[config.mk]
export PLATFORM = sky130hd
export DESIGN_NAME = ps_pwm_carrier_scheduler
export DESIGN_NICKNAME = d
export VERILOG_FILES = /design/src/rtl/ps_pwm_pkg.sv /design/src/rtl/ps_pwm_carrier_scheduler_carrier_fold.sv /design/src/rtl/ps_pwm_carrier_scheduler.sv
export SDC_FILE = /design/constraint.sdc
export NUM_CORES = 1
export LEC_CHECK = 0
export CAP_MARGIN = 10
export CELL_PAD_IN_SITES_DETAIL_PLACEMENT = 0
export CELL_PAD_IN_SITES_GLOBAL_PLACEMENT = 2
export CORE_MARGIN = 2
export CORE_UTILIZATION = 32
export CTS_BUF_LIST = sky130_fd_sc_hd__clkbuf_4
export DETAILED_ROUTE_END_ITERATION = 12
export PLACE_DENSITY_LB_ADDON = 0.25
export SYNTH_ARGS = -nofsm -noshare
export SYNTH_HDL_FRONTEND = slang
export SYNTH_HIERARCHICAL = 1
export SYNTH_SLANG_ARGS = --single-unit
[constraint.sdc]
create_clock -name clk -period 4.1 [get_ports clk]
set_input_delay 0.82 -clock clk [delete_from_list [all_inputs] [get_ports clk]]
set_output_delay 0.82 -clock clk [all_outputs]
set_load 0.01 [all_outputs]
[src/rtl/ps_pwm_pkg.sv]
// Shared definitions for the phase-shifted PWM carrier scheduler: FSM encoding, carrier geometry, phase offsets.
// Pure package, no latency or flow control.
package ps_pwm_pkg;

  typedef enum logic [1:0] {
    IDLE      = 2'd0,
    RUN       = 2'd1,
    STOP_PEND = 2'd2
  } state_e;

  localparam int DEF_WIDTH_TRIANG = 6;

  function automatic int carrier_max(input int w);
    return (1 << w) - 1;
  endfunction

  function automatic int carrier_period(input int w);
    return 2 * ((1 << w) - 1);
  endfunction

  // Leg k is shifted by a quarter of 2^W*2, i.e. k*2^(W-1) counts.
  function automatic int phase_offset(input int w, input int k);
    return k * (1 << (w - 1));
  endfunction

  localparam int MAX = carrier_max(DEF_WIDTH_TRIANG);
  localparam int P   = carrier_period(DEF_WIDTH_TRIANG);

endpackage

[src/rtl/ps_pwm_carrier_scheduler_carrier_fold.sv]
// Folds a phase index 0..P-1 into a triangular carrier value 0..MAX.
// Purely combinational, zero latency, no flow control.
module carrier_fold
  import ps_pwm_pkg::*;
#(
  parameter int W = DEF_WIDTH_TRIANG
) (
  input  logic [W:0]   x_i,
  output logic [W-1:0] y_o
);

  localparam logic [W:0] MAX_V = (W+1)'(carrier_max(W));
  localparam logic [W:0] P_V   = (W+1)'(carrier_period(W));

  logic [W-1:0] mirror;

  // Falling half: P-x always lands in 1..MAX-1, so W bits suffice.
  assign mirror = W'(P_V - x_i);
  assign y_o    = (x_i <= MAX_V) ? x_i[W-1:0] : mirror;

endmodule

[src/rtl/ps_pwm_carrier_scheduler.sv]
// Four-leg PS-PWM carrier sequencer with valley start/stop, resync and shadowed duty; PWM legs 1 cycle after phase.
// No backpressure. CARRIER_PEAK_UPDATE_EN adds a duty transfer at the carrier peak as well as the valley.
module ps_pwm_carrier_scheduler
  import ps_pwm_pkg::*;
#(
  parameter int WIDTH_TRIANG = DEF_WIDTH_TRIANG
) (
  input  logic                    clk,
  input  logic                    rst,
  input  logic                    enable,
  input  logic                    sync_in,
  input  logic [WIDTH_TRIANG-1:0] duty_in,
  input  logic                    duty_load,
  input  logic [3:0]              phase_en,
  output logic [WIDTH_TRIANG-1:0] carrier0,
  output logic [WIDTH_TRIANG-1:0] carrier1,
  output logic [WIDTH_TRIANG-1:0] carrier2,
  output logic [WIDTH_TRIANG-1:0] carrier3,
  output logic [3:0]              pwm_out,
  output logic [WIDTH_TRIANG-1:0] duty_active,
  output logic                    valley,
  output logic                    peak,
  output logic                    running
);

  localparam int W = WIDTH_TRIANG;
  localparam logic [W+1:0] P_EXT  = (W+2)'(carrier_period(W));
  localparam logic [W:0]   P_LAST = (W+1)'(carrier_period(W) - 1);
  localparam logic [W:0]   MAX_P  = (W+1)'(carrier_max(W));

  state_e         state_q;
  logic [W:0]     p_q;
  logic [W:0]     p_d;
  logic [W-1:0]   shadow_q;
  logic [W-1:0]   active_q;
  logic           pending_q;
  logic [3:0]     pwm_q;
  logic [W:0]     idx   [4];
  logic [W-1:0]   car   [4];
  logic           xfer;

  for (genvar k = 0; k < 4; k++) begin : g_leg
    localparam logic [W+1:0] OFF = (W+2)'(phase_offset(W, k));
    logic [W+1:0] sum;
    // One extra bit keeps p+offset exact; it never reaches 2P, so a single subtract reduces it.
    assign sum    = {1'b0, p_q} + OFF;
    assign idx[k] = (sum >= P_EXT) ? (W+1)'(sum - P_EXT) : sum[W:0];
    carrier_fold #(.W(W)) u_fold (.x_i(idx[k]), .y_o(car[k]));
  end

  assign carrier0    = car[0];
  assign carrier1    = car[1];
  assign carrier2    = car[2];
  assign carrier3    = car[3];
  assign pwm_out     = pwm_q;
  assign duty_active = active_q;
  assign running     = (state_q != IDLE);
  assign valley      = running && (p_q == '0);
  assign peak        = running && (p_q == MAX_P);

`ifdef CARRIER_PEAK_UPDATE_EN
  assign xfer = valley | peak;
`else
  assign xfer = valley;
`endif

  assign p_d = (sync_in || p_q == P_LAST) ? '0 : p_q + 1'b1;

  always_ff @(posedge clk) begin
    if (rst) begin
      state_q   <= IDLE;
      p_q       <= '0;
      shadow_q  <= '0;
      active_q  <= '0;
      pending_q <= 1'b0;
      pwm_q     <= '0;
    end else begin
      if (xfer) begin
        active_q  <= shadow_q;
        pending_q <= 1'b0;
      end
      // A load coinciding with a transfer stays pending for the next one.
      if (duty_load) begin
        shadow_q  <= duty_in;
        pending_q <= 1'b1;
      end
      for (int k = 0; k < 4; k++) begin
        pwm_q[k] <= running & phase_en[k] & (active_q > car[k]);
      end
      case (state_q)
        IDLE: begin
          p_q <= '0;
          if (enable) begin
            state_q  <= RUN;
            active_q <= shadow_q;
          end
        end
        RUN: begin
          p_q <= p_d;
          if (!enable) state_q <= STOP_PEND;
        end
        STOP_PEND: begin
          if (enable) begin
            state_q <= RUN;
            p_q     <= p_d;
          end else if (!sync_in && p_q == P_LAST) begin
            state_q <= IDLE;
            p_q     <= '0;
          end else begin
            p_q <= p_d;
          end
        end
        default: begin
          state_q <= IDLE;
          p_q     <= '0;
        end
      endcase
    end
  end

endmodule

-- Yosys cells after proc, flatten, opt, wreduce, memory -nomap -nowiden
Cells that the tools add are included.
- bits in read-only memories: 0
- memories kept: 0
- output and inout port bits: 37
- word-level logic and storage cells: 73
- flip-flop bits (word level): 25
- memory bits (writable): 0
- latch bits: 0
- input port bits: 15
- divide/modulo/power cells: 0
- multiplexer cells: 20
- eq/ne operators: 7
- multipliers: 0
- $lt $le $gt $ge: 12
- add/sub/neg operators: 12
- bitwise gates (word level): 8
- reduce and logical (&&, ||, !) cells: 9
- shift operators: 0
- operator list (cell ; number):
    2-to-1 mux 7 bit ; 7
    2-to-1 mux 6 bit ; 7
    <= comparator 7 x 6 -> 1 bit, second input constant ; 4
    subtractor 7 bit, second input constant ; 4
    >= comparator 8 x 7 -> 1 bit, second input constant ; 3
    greater-than comparator 6 bit ; 4
    subtractor 6 bit, first input constant ; 4
    adder 7 x 7 -> 8 bit, second input constant ; 2
    one-hot mux 7 bit (2 select lines) ; 1
    adder 7 x 6 -> 8 bit, second input constant ; 1
    bitwise AND 1 bit ; 8
    2-to-1 mux 2 bit ; 4
    adder 7 x 1 -> 7 bit, second input constant ; 1
    == test 7 x 6 -> 1 bit, second input constant ; 1
    == test 7 bit, second input constant ; 1
    >= comparator 7 bit, second input constant ; 1
    logical NOT 7 bit ; 1
    one-hot mux 2 bit (3 select lines) ; 1
    != test 2 bit, second input constant ; 2
    logical AND 1 bit ; 3
    != test 3 bit, second input constant ; 1
    AND reduction 3 bit ; 1
    == test 2 x 1 -> 1 bit, second input constant ; 1
    == test 2 bit, second input constant ; 1
    4 further kinds ; 4

-- Logic depth before layout (Yosys ltp)
Gate-level depths: netlist of run 1.
- depth in word-level cells: 7
- mapped depth: 17
- depth with buffers taken out: 16

-- Modules after synthesis
Netlist of run 1, hierarchy kept.
- modules (own cells, without submodules) (module ; cells each ; instances ; area an instance (um^2) ; seq. area each (um^2)):
    ps_pwm_carrier_scheduler ; 265 ; 1 ; 2132.0 ; 500.5
    carrier_fold ; 26 ; 4 ; 185.2 ; 0.0

-- Least setup slack after synthesis of run 1
OpenSTA, ideal clock, no wires.
- path type: register to register
- start point: reg p_q[0]
- end point: reg pwm_q[1], in the netlist pwm_out[1]
- slack: 339 ps
- data arrival time: 3638 ps
- setup time: 122 ps
- required time: 3978 ps
- clock period less this slack: 3761 ps
- stages on the path, launching flop included: 17
- path buffers: 1
- cells stage by stage: dfxtp_1 -> clkbuf_1 -> inv_1 -> ha_1 -> o21a_1 -> a41o_1 -> xnor2_1 -> ha_1 -> nand2_1 -> a31oi_1 -> mux2i_1 -> inv_1 -> ha_1 -> nor2b_1 -> o21a_1 -> o211ai_1 -> a21oi_1
- RTL lines (item ; RTL line ; RTL):
    start: declaration ; ps_pwm_carrier_scheduler.sv:32 ; logic [W:0] p_q;
    start signal: assignment ; ps_pwm_carrier_scheduler.sv:99 ; p_q <= p_d;
    start signal: assignment ; ps_pwm_carrier_scheduler.sv:105 ; p_q <= p_d;
    start signal: assignment ; ps_pwm_carrier_scheduler.sv:110 ; p_q <= p_d;
    end signal: indexed assignment ; ps_pwm_carrier_scheduler.sv:88 ; pwm_q[k] <= running & phase_en[k] & (active_q > car[k]);
    end: declaration ; ps_pwm_carrier_scheduler.sv:37 ; logic [3:0] pwm_q;

==> results of run 1 <==
-- cells in the mapped netlist, drive strengths merged (3+ instances only) --
cell type,count
ha,45
inv,45
nand2,32
nor2,28
dfxtp,25
mux2i,20
a21oi,19
nand3,19
xnor2,19
a31oi,12
nor2b,11
o21ai,11
and3,9
buf,9
o211ai,9
clkbuf,7
a21o,4
a41oi,4
and4b,4
nand4,4
o21a,4
a211oi,3
o2111ai,3
-- metal layers --
layer  wire [um]  share of wire  up-vias
li1            -              -     1419
met1        3760           0.46     1292
met2        3940           0.49       64
met3         342          0.042        6
met4          65         0.0080        0
met5           0              0        -
-- layout make-up --
class	count	area, um^2
fill	907	4990
multi-input combinational	283	2190
timing repair buffer	74	697
sequential	25	510
inverter	45	169
tap	108	135
clock buffer	3	22.5
clock inverter	1	8.76
-- worst max-delay path: cells and delay by family, from the launching register on --
kind / cells / cell delay (ns)
buffers and inverters: 2 / 0.74
AND/OR/NAND/NOR: 3 / 0.47
adder cells (fa/ha/maj): 1 / 0.21
AO/OA/AOI/OAI: 3 / 0.63
flip-flops: 1 / 0.35
multiplexers: 1 / 0.36
-- worst max path at each step --
| stage | to | slack, ns |
|---|---|---|
| finish | carrier2[2] | 0.19 |
| global route | carrier3[4] | 0.01 |
| CTS | carrier0[4] | 0.01 |
| detailed placement | carrier0[1] | 0.26 |
| global placement | carrier0[4] | 0.30 |
| floorplan | pwm_out[1]$_SDFF_PP0_ | 0.34 |
-- state kept, by name (all words and copies together) (netlist names) --
signal and flops:
state_q 2, duty_active 6, pwm_out 4, p_q 7, shadow_q 6
-- report_power, final --
| part | internal (uW) | leakage [uW] | switching (uW) |
|---|---|---|---|
| sequential | 253 | 0.000206 | 12.9 |
| combinational | 83.4 | 0.00146 | 81.6 |
| clock | 39.9 | 0.0000183 | 100 |
| total | 376 | 0.00168 | 194 |
-- per-stage QoR --
step	total power, uW	hold WS (ns)	worst slack (ns)	util	cells
global route	607	0.541	0.0143	0.428	539
floorplan	373	0.460	0.339	-	369
global placement	438	0.471	0.297	0.410	531
CTS	583	0.522	0.00966	0.419	535
detailed placement	438	0.479	0.261	0.410	531
finish	571	0.513	0.185	0.428	539
-- logic make-up after synthesis --
group,after synthesis,share of synthesized area
flip-flops,25,0.174
AO/OA/AOI/OAI,78,0.191
AND/OR/NAND/NOR,117,0.210
buffers and inverters,61,0.0880
multiplexers,22,0.0775
adder cells (fa/ha/maj),45,0.196
XOR/XNOR,21,0.0640
-- cells in the final DEF, fill, tap and decap left out, types with 8 or more instances in the layout --
cell             instances
nand2_1                 31
and3_1                   8
inv_1                   44
ha_1                    44
buf_4                   22
a31oi_1                 10
nand3_1                 19
mux2i_1                 20
xnor2_1                 15
o211ai_1                 9
a21oi_1                 18
clkdlybuf4s50_1         47
nor2_1                  27
dfxtp_1                 21
nor2b_1                  9
o21ai_0                 11
-- what timing repair did --
item / 4_1_cts / 5_1_grt
pin swaps: 0 / 2
endpoints found under the setup margin: 8 / 17
setup buffers: 0 / 4
endpoints found under the hold margin: 0 / 0
resized for setup: 12 / 16
hold buffers: 0 / 0
==> results.json, run 1 <==
{
  "cts_tree": "done",
  "pin_count": 52,
  "vias": 2781,
  "path_max_fanout": 10,
  "hp-class": "register to register",
  "cts-root-buf": "clkbuf_4",
  "fin_crit_sh": 0.955,
  "synth_nets": 429,
  "dpl_cell_area_um2": 3580,
  "synthTopCellsByArea": "ha_1, dfxtp_1, mux2i_1",
  "cts_made_buffers": 3,
  "gp_congestion": 0.851,
  "cpMaxStageDelayCell": "clkdlybuf4s50_1",
  "ys_seq_area_frac": 0.174,
  "clock_path_buffers": 2,
  "ys_types": 43,
  "r2r_cells": 16,
  "ir_drop_v": 0.000143,
  "synth-seq-cells": 25,
  "powerDensity_nw_per_um2": 153,
  "grt-busiest-layer": "met2",
  "drc": 0,
  "cts_sinks": 25,
  "reg2reg_slack_ns": 0.76,
  "setup_viol": 0,
  "drive_above_1_share": 0.135,
  "io_buffers": 51,
  "detail_route.vias_per_cell": 5.16,
  "rsz0062_at_grt": "no",
  "crit_path_start_kind": "register",
  "grt_max_degree": 34,
  "die_w_um": 98.8,
  "postLayoutCellArea_um2": 3730,
  "synth_edf_count": 0,
  "fin_crit_ns": 3.91,
  "slew_headroom": 0.588,
  "path_cells": "buf_4, ha_1, nor2b_2, a21oi_2, nand2_1, mux2_2, and3_1, a21o_1, a41oi_2, clkdlybuf4s50_1",
  "wire_per_inst_um": 15.0,
  "clock_latency_ns": 0.35,
  "syn_area_um2": 2870,
  "hold_depth": 2,
  "synth_ff_type": "dfxtp_1",
  "setup_tns_ns": 0,
  "startpoint": "p_q[5]$_SDFF_PP0_",
  "ant_nets": 0,
  "antenna_found_initial": 0,
  "worstReg2RegStart": "p_q[5]$_SDFF_PP0_",
  "yosysWarnings": 6,
  "drtIter0Drc": 117,
  "area_growth_syn_to_layout_pct": 30.0,
  "grt_pass1_wl_um": 13700,
  "crit_path_end_kind": "output pin",
  "holdCritStartpoint": "shadow_q[4]$_SDFFE_PP0P_",
  "cap_violations": 0,
  "min_to": "duty_active[4]$_SDFF_PP0_",
  "maxSlewViolCount": 0,
  "grt-ovfl-total": 0,
  "grt_pass1_vias": 2769,
  "grtUsageMet1": 0.225,
  "fin_skew_ns": 0.00436,
  "fin_nets": 492,
  "fmax_mhz": 255,
  "yosysTopAreaCellShare": 0.196,
  "core-area_um2": 8720,
  "tightestPinTransition_ns": 0.616,
  "arrival_ns": 3.09,
  "syn_inst": 369,
  "rows": 34,
  "wl_um": 8100,
  "clk_pin_slew_worst_paths_ns": 0.18,
  "grt_use_met2": 0.301,
  "die_h_um": 98.8,
  "p_leak_uw": 0.00168,
  "num_antenna_cells": 0,
  "start_util": 0.329,
  "worstSetupPathType": "register to output pin",
  "grt_use_met3": 0.0241,
  "synth-async-reset-ratio": 0,
  "critPathMaxStageDelay_ns": 0.57,
  "dp_hpwl_um": 6340,
  "required_ns": 3.28,
  "run_status": "complete, no violations",
  "syn_avg_cell_area_um2": 7.79,
  "dieArea_um2": 9750,
  "cts_htree_levels": 1,
  "yosysTopAreaCell": "ha_1",
  "timing.rr.end": "pwm_out[2]$_SDFF_PP0_",
  "drtPass1Iterations": 4,
  "hold_viol": 0,
  "grt_usage": 0.171
}
No activity file was read; power rests on OpenSTA's default activity.
==> run 2: changes to the inputs <==
--- a/config.mk
+++ b/config.mk
@@ -13,6 +13,8 @@
 export CTS_BUF_LIST = sky130_fd_sc_hd__clkbuf_4
 export DETAILED_ROUTE_END_ITERATION = 12
 export PLACE_DENSITY_LB_ADDON = 0.25
+export RECOVER_POWER = 25
+export REMOVE_ABC_BUFFERS = 1
 export SYNTH_ARGS = -nofsm -noshare
 export SYNTH_HDL_FRONTEND = slang
 export SYNTH_HIERARCHICAL = 1
==> run 2 against run 1 <==
Sequential cell count unchanged. Largest cell class unchanged. First-iteration DRC count up 6.0%. Wire length shrank 1.5%. Count of clock-buffer cells in the layout is the same. Sequential power about the same. Global-route usage down 0.36 points.
==> results.json, run 2 (synthesized netlist as in run 1, its figures left out) <==
{
  "die_w_um": 98.8,
  "fmax_mhz": 253,
  "fillers": 894,
  "hold_viol": 0,
  "largest_register_ffs": 7,
  "area_growth_syn_to_layout_pct": 31.3,
  "crit_path_end_kind": "output pin",
  "grt_pass1_vias": 2675,
  "cts_tree": "done",
  "pwr-share-seq": 0.478,
  "clk_pin_slew_worst_paths_ns": 0.16,
  "final_common_cell": "inv_1",
  "instances_no_fill": 541,
  "p_int_uw": 374,
  "fin_crit_ns": 3.96,
  "hp-class": "register to register",
  "gp_congestion": 0.821,
  "cts_htree_levels": 1,
  "start_util": 0.329,
  "dp_hpwl_um": 6390,
  "ir_drop_v": 0.000126,
  "dp_slack_ns": 0.255,
  "p_leak_uw": 0.00171,
  "fin_nets": 494,
  "vias": 2776,
  "worstSetupPathType": "register to output pin",
  "placedCellCount": 533,
  "setup_viol": 0,
  "cts_made_buffers": 3,
  "clockPowerShare": 0.227,
  "top_register": "p_q",
  "grt_pass1_wl_um": 13300,
  "wire_per_inst_um": 14.8,
  "hold_depth": 2,
  "drive_above_1_share": 0.143,
  "drc": 0,
  "cts_sinks": 25,
  "r2r_cells": 17,
  "fin_skew_ns": 0.00470,
  "crit_path_start_kind": "register",
  "final_core_util": 0.432,
  "die_h_um": 98.8,
  "wl_um": 7980,
  "maxSlewViolCount": 0,
  "num_antenna_cells": 0,
  "clock_path_buffers": 2,
  "switching_share": 0.330,
  "multi_input_area_um2": 2220,
  "arrival_ns": 3.14,
  "ff_latch_area_um2": 513,
  "dieArea_um2": 9750,
  "slew_headroom": 0.592,
  "ant_nets": 0,
  "required_ns": 3.28,
  "fin_crit_sh": 0.965,
  "dpl_cell_area_um2": 3590,
  "grt-ovfl-total": 0,
  "tightestPinTransition_ns": 0.609,
  "run_status": "complete, no violations",
  "power.total_uw": 557,
  "ctsHoldBuffers": 0,
  "antenna_found_initial": 0,
  "postLayoutCellArea_um2": 3770,
  "rsz0062_at_grt": "yes",
  "power_frac_comb": 0.295,
  "clock_latency_ns": 0.34,
  "pin_count": 52,
  "grt_usage": 0.167,
  "io_buffers": 51,
  "path_max_fanout": 5,
  "powerDensity_nw_per_um2": 148,
  "cap_violations": 0,
  "rows": 34,
  "mostFrequentLayoutCells": "inv_1, ha_1, clkdlybuf4s50_1",
  "cts-root-buf": "clkbuf_4",
  "detail_route.vias_per_cell": 5.13,
  "core-area_um2": 8720,
  "power_switching_uw": 184,
  "grt_max_degree": 17,
  "drtIter0Drc": 124,
  "drtPass1Iterations": 4,
  "finalWorstSetupSlack_ns": 0.142
}
==> run 2: critical path, stage by stage, from the launching register on <==
cell             delay [ns]
dfxtp_1                0.48
inv_1                  0.13
ha_1                   0.21
o21a_1                 0.16
a41o_2                 0.31
xnor2_2                0.15
buf_4                  0.16
and3_1                 0.18
a31oi_1                0.20
mux2i_1                0.25
clkdlybuf4s50_1        0.56
==> run 2: metrics by stage <==
stage	TNS, ns	hold slack, ns
floorplan	0	0.460
global placement	0	0.470
detailed placement	0	0.479
CTS	-0.0282	0.517
global route	-0.140	0.542
finish	0	0.511
==> run 2: final timing paths <==
| check | start | endpoint | slack [ns] |
|---|---|---|---|
| setup / recovery | p_q[0]$_SDFF_PP0_ | carrier1[1] | 0.14 |
| hold / removal | shadow_q[5]$_SDFFE_PP0P_ | duty_active[5]$_SDFF_PP0_ | 0.51 |
| setup reg to reg | p_q[0]$_SDFF_PP0_ | pwm_out[1]$_SDFF_PP0_ | 0.69 |
| hold reg to reg | shadow_q[5]$_SDFFE_PP0P_ | duty_active[5]$_SDFF_PP0_ | 0.51 |
==> run 2: power by group through the flow <==
| stage | Clock [uW] | Sequential [uW] | Combinational (uW) |
|---|---|---|---|
| global placement | 0 | 274 | 166 |
| finish | 127 | 266 | 165 |
| floorplan | 0 | 272 | 95.5 |
| global route | 145 | 268 | 185 |
| detailed placement | 0 | 274 | 167 |
| CTS | 136 | 268 | 168 |
==> run 2: what timing repair did <==
| action | CTS | global route |
|---|---|---|
| pin swaps | 1 | 1 |
| gates resized for setup | 6 | 24 |
| setup endpoints to repair | 9 | 15 |
| setup buffers | 1 | 3 |
==> run 2: layout make-up <==
class / instances / share of cell area
clock buffers: 3 / 0.00597
well taps: 108 / 0.0358
multi-input cells: 283 / 0.588
inverters: 45 / 0.0448
flip-flops and latches: 25 / 0.136
clock inverters: 1 / 0.00199
repair buffers: 76 / 0.188
==> run 2: routing by layer <==
| metal | part of all wire | wire length (um) | global-route usage |
|---|---|---|---|
| met2 | 0.49 | 3920 | 0.279 |
| met4 | 0.0093 | 74 | 0.0432 |
| met3 | 0.025 | 200 | 0.0163 |
| met1 | 0.47 | 3790 | 0.231 |
| met5 | 0 | 0 | 0 |
==> run 3: changes to the inputs <==
--- a/config.mk
+++ b/config.mk
@@ -17,5 +17,4 @@
 export REMOVE_ABC_BUFFERS = 1
 export SYNTH_ARGS = -nofsm -noshare
 export SYNTH_HDL_FRONTEND = slang
-export SYNTH_HIERARCHICAL = 1
 export SYNTH_SLANG_ARGS = --single-unit
==> run 3 against run 2 <==
Maximum frequency is 0.25% higher. Sequential share of layout area is 1.3 points lower. Register-to-register slack worse by 0.17 ns.
==> results.json, run 3 <==
{
  "area_growth_syn_to_layout_pct": 31.8,
  "cap_violations": 0,
  "die_w_um": 102,
  "drtPass1Iterations": 4,
  "syn_avg_cell_area_um2": 7.87,
  "yosysWarnings": 0,
  "synth.most_common_cell": "ha_1",
  "tightestPinTransition_ns": 0.944,
  "crit_path_end_kind": "output pin",
  "run_status": "complete, no violations",
  "synthTopCellsByArea": "ha_1, dfxtp_1, mux2i_1",
  "mostFrequentLayoutCells": "nor2_1, ha_1, clkdlybuf4s50_1",
  "cts_sinks": 25,
  "gp_congestion": 0.856,
  "setup_viol": 0,
  "clock_path_buffers": 2,
  "arrival_ns": 3.13,
  "grt-ovfl-total": 0,
  "powerDensity_nw_per_um2": 119,
  "fin_crit_ns": 3.95,
  "wire_per_inst_um": 16.4,
  "drive_above_1_share": 0.170,
  "largest_register_ffs": 7,
  "syn_area_um2": 3100,
  "fin_crit_sh": 0.963,
  "synth-async-reset-ratio": 0,
  "final_common_cell": "nor2_1",
  "cts_tree": "done",
  "ir_drop_v": 0.000126,
  "syn_inst": 394,
  "pin_count": 52,
  "fin_skew_ns": 0.00775,
  "reg2reg_slack_ns": 0.52,
  "ys_types": 61,
  "core-area_um2": 9330,
  "required_ns": 3.28,
  "multi_input_area_um2": 2520,
  "p_leak_uw": 0.00176,
  "top_register": "p_q",
  "hp-class": "register to register",
  "cts_htree_levels": 1,
  "yosysTopAreaCell": "ha_1",
  "clock_latency_ns": 0.35,
  "synth_common_cells": "ha_1, nor2_1, nand2_1",
  "grt_pass1_vias": 2986,
  "dp_hpwl_um": 7440,
  "wl_um": 9640,
  "drc": 0,
  "slew_headroom": 0.365,
  "grt_usage": 0.192,
  "start_util": 0.333,
  "ff_latch_area_um2": 504,
  "finalWorstSetupSlack_ns": 0.152,
  "io_buffers": 51,
  "fillers": 978,
  "rows": 35,
  "ant_nets": 0,
  "crit_path_start_kind": "register",
  "clk_pin_slew_worst_paths_ns": 0.17,
  "vias": 3037,
  "synth-seq-cells": 25,
  "drtIter0Drc": 173,
  "fmax_mhz": 253,
  "cts-root-buf": "clkbuf_4",
  "whs_ns": 0.518,
  "grt_pass1_wl_um": 15500,
  "fin_nets": 516,
  "die_h_um": 102,
  "path_max_fanout": 4,
  "worstSetupPathType": "register to output pin",
  "dp_slack_ns": 0.117,
  "maxSlewViolCount": 0,
  "synth_edf_count": 0,
  "grt_max_degree": 25,
  "ys_seq_area_frac": 0.161,
  "cts_made_buffers": 3,
  "yosysTopAreaCellShare": 0.165,
  "dieArea_um2": 10500,
  "antenna_found_initial": 0,
  "num_antenna_cells": 0,
  "synth_ff_type": "dfxtp_1",
  "detail_route.vias_per_cell": 5.16,
  "hold_viol": 0
}
run 3: cell type report:
class,instances,share of cell area
multi-input combinational,321,0.617
timing repair buffer,84,0.190
sequential,25,0.123
tap,129,0.0395
inverter,25,0.0230
clock buffer,3,0.00551
clock inverter,1,0.00214
run 3: final timing paths:
| kind | start | end | cells after the start |
|---|---|---|---|
| setup / recovery | p_q[6]$_SDFF_PP0_ | carrier1[2] | 14 |
| hold / removal | shadow_q[2]$_SDFFE_PP0P_ | shadow_q[2]$_SDFFE_PP0P_ | 2 |
| setup reg to reg | p_q[1]$_SDFF_PP0_ | pwm_out[0]$_SDFF_PP0_ | 19 |
| hold reg to reg | shadow_q[2]$_SDFFE_PP0P_ | shadow_q[2]$_SDFFE_PP0P_ | 2 |
run 3: cell families (layout without fill, tap and decap cells):
| group | count (synthesis) | in the layout | share of synthesized area |
|---|---|---|---|
| adder cells (fa/ha/maj) | 41 | 41 | 0.165 |
| buffers and inverters | 48 | 113 | 0.0694 |
| multiplexers | 22 | 22 | 0.0734 |
| flip-flops | 25 | 25 | 0.161 |
| XOR/XNOR | 34 | 34 | 0.0960 |
| AO/OA/AOI/OAI | 90 | 90 | 0.217 |
| AND/OR/NAND/NOR | 134 | 134 | 0.218 |
run 3: through the flow:
stage / area (um^2) / util / cells / total power [uW] / setup TNS [ns]
after floorplan: 2980 / - / 371 / 315 / 0
after global placement: 3850 / 0.412 / 577 / 361 / 0
after detailed placement: 3850 / 0.412 / 577 / 361 / 0
after CTS: 3980 / 0.426 / 587 / 498 / 0
after global routing: 4090 / 0.438 / 588 / 516 / -0.00664
final: 4090 / 0.438 / 588 / 486 / 0
run 3: what timing repair did:
item | 4_1_cts | 5_1_grt
resized for setup | 20 | 29
endpoints found under the hold margin | 0 | 0
setup buffers | 6 | 1
hold buffers | 0 | 0
pin swaps | 7 | 5
endpoints found under the setup margin | 12 | 14
run 3: power by group:
group / internal (uW) / switching, uW
sequential: 251 / 9.45
clock: 40.0 / 92.3
combinational: 50.1 / 42.9
total: 341 / 145
run 3: critical path, stage by stage (launching register included):
cell           delay, ns
dfxtp_1             0.38
inv_1               0.09
ha_4                0.30
nor2b_4             0.18
a41oi_4             0.16
xnor2_2             0.22
inv_2               0.07
ha_1                0.18
nor2b_1             0.13
o21ai_1             0.10
nor4_2              0.36
nand2b_4            0.19
buf_4               0.11
a21oi_1             0.05
dlygate4sd2_1       0.29
run 3: per-layer routing:
layer | vias up | routed length, um | global-route usage
met5 | - | 0 | 0
met4 | 0 | 72 | 0.0369
met3 | 4 | 403 | 0.0219
met2 | 64 | 4760 | 0.327
met1 | 1440 | 4410 | 0.264
li1 | 1529 | - | -
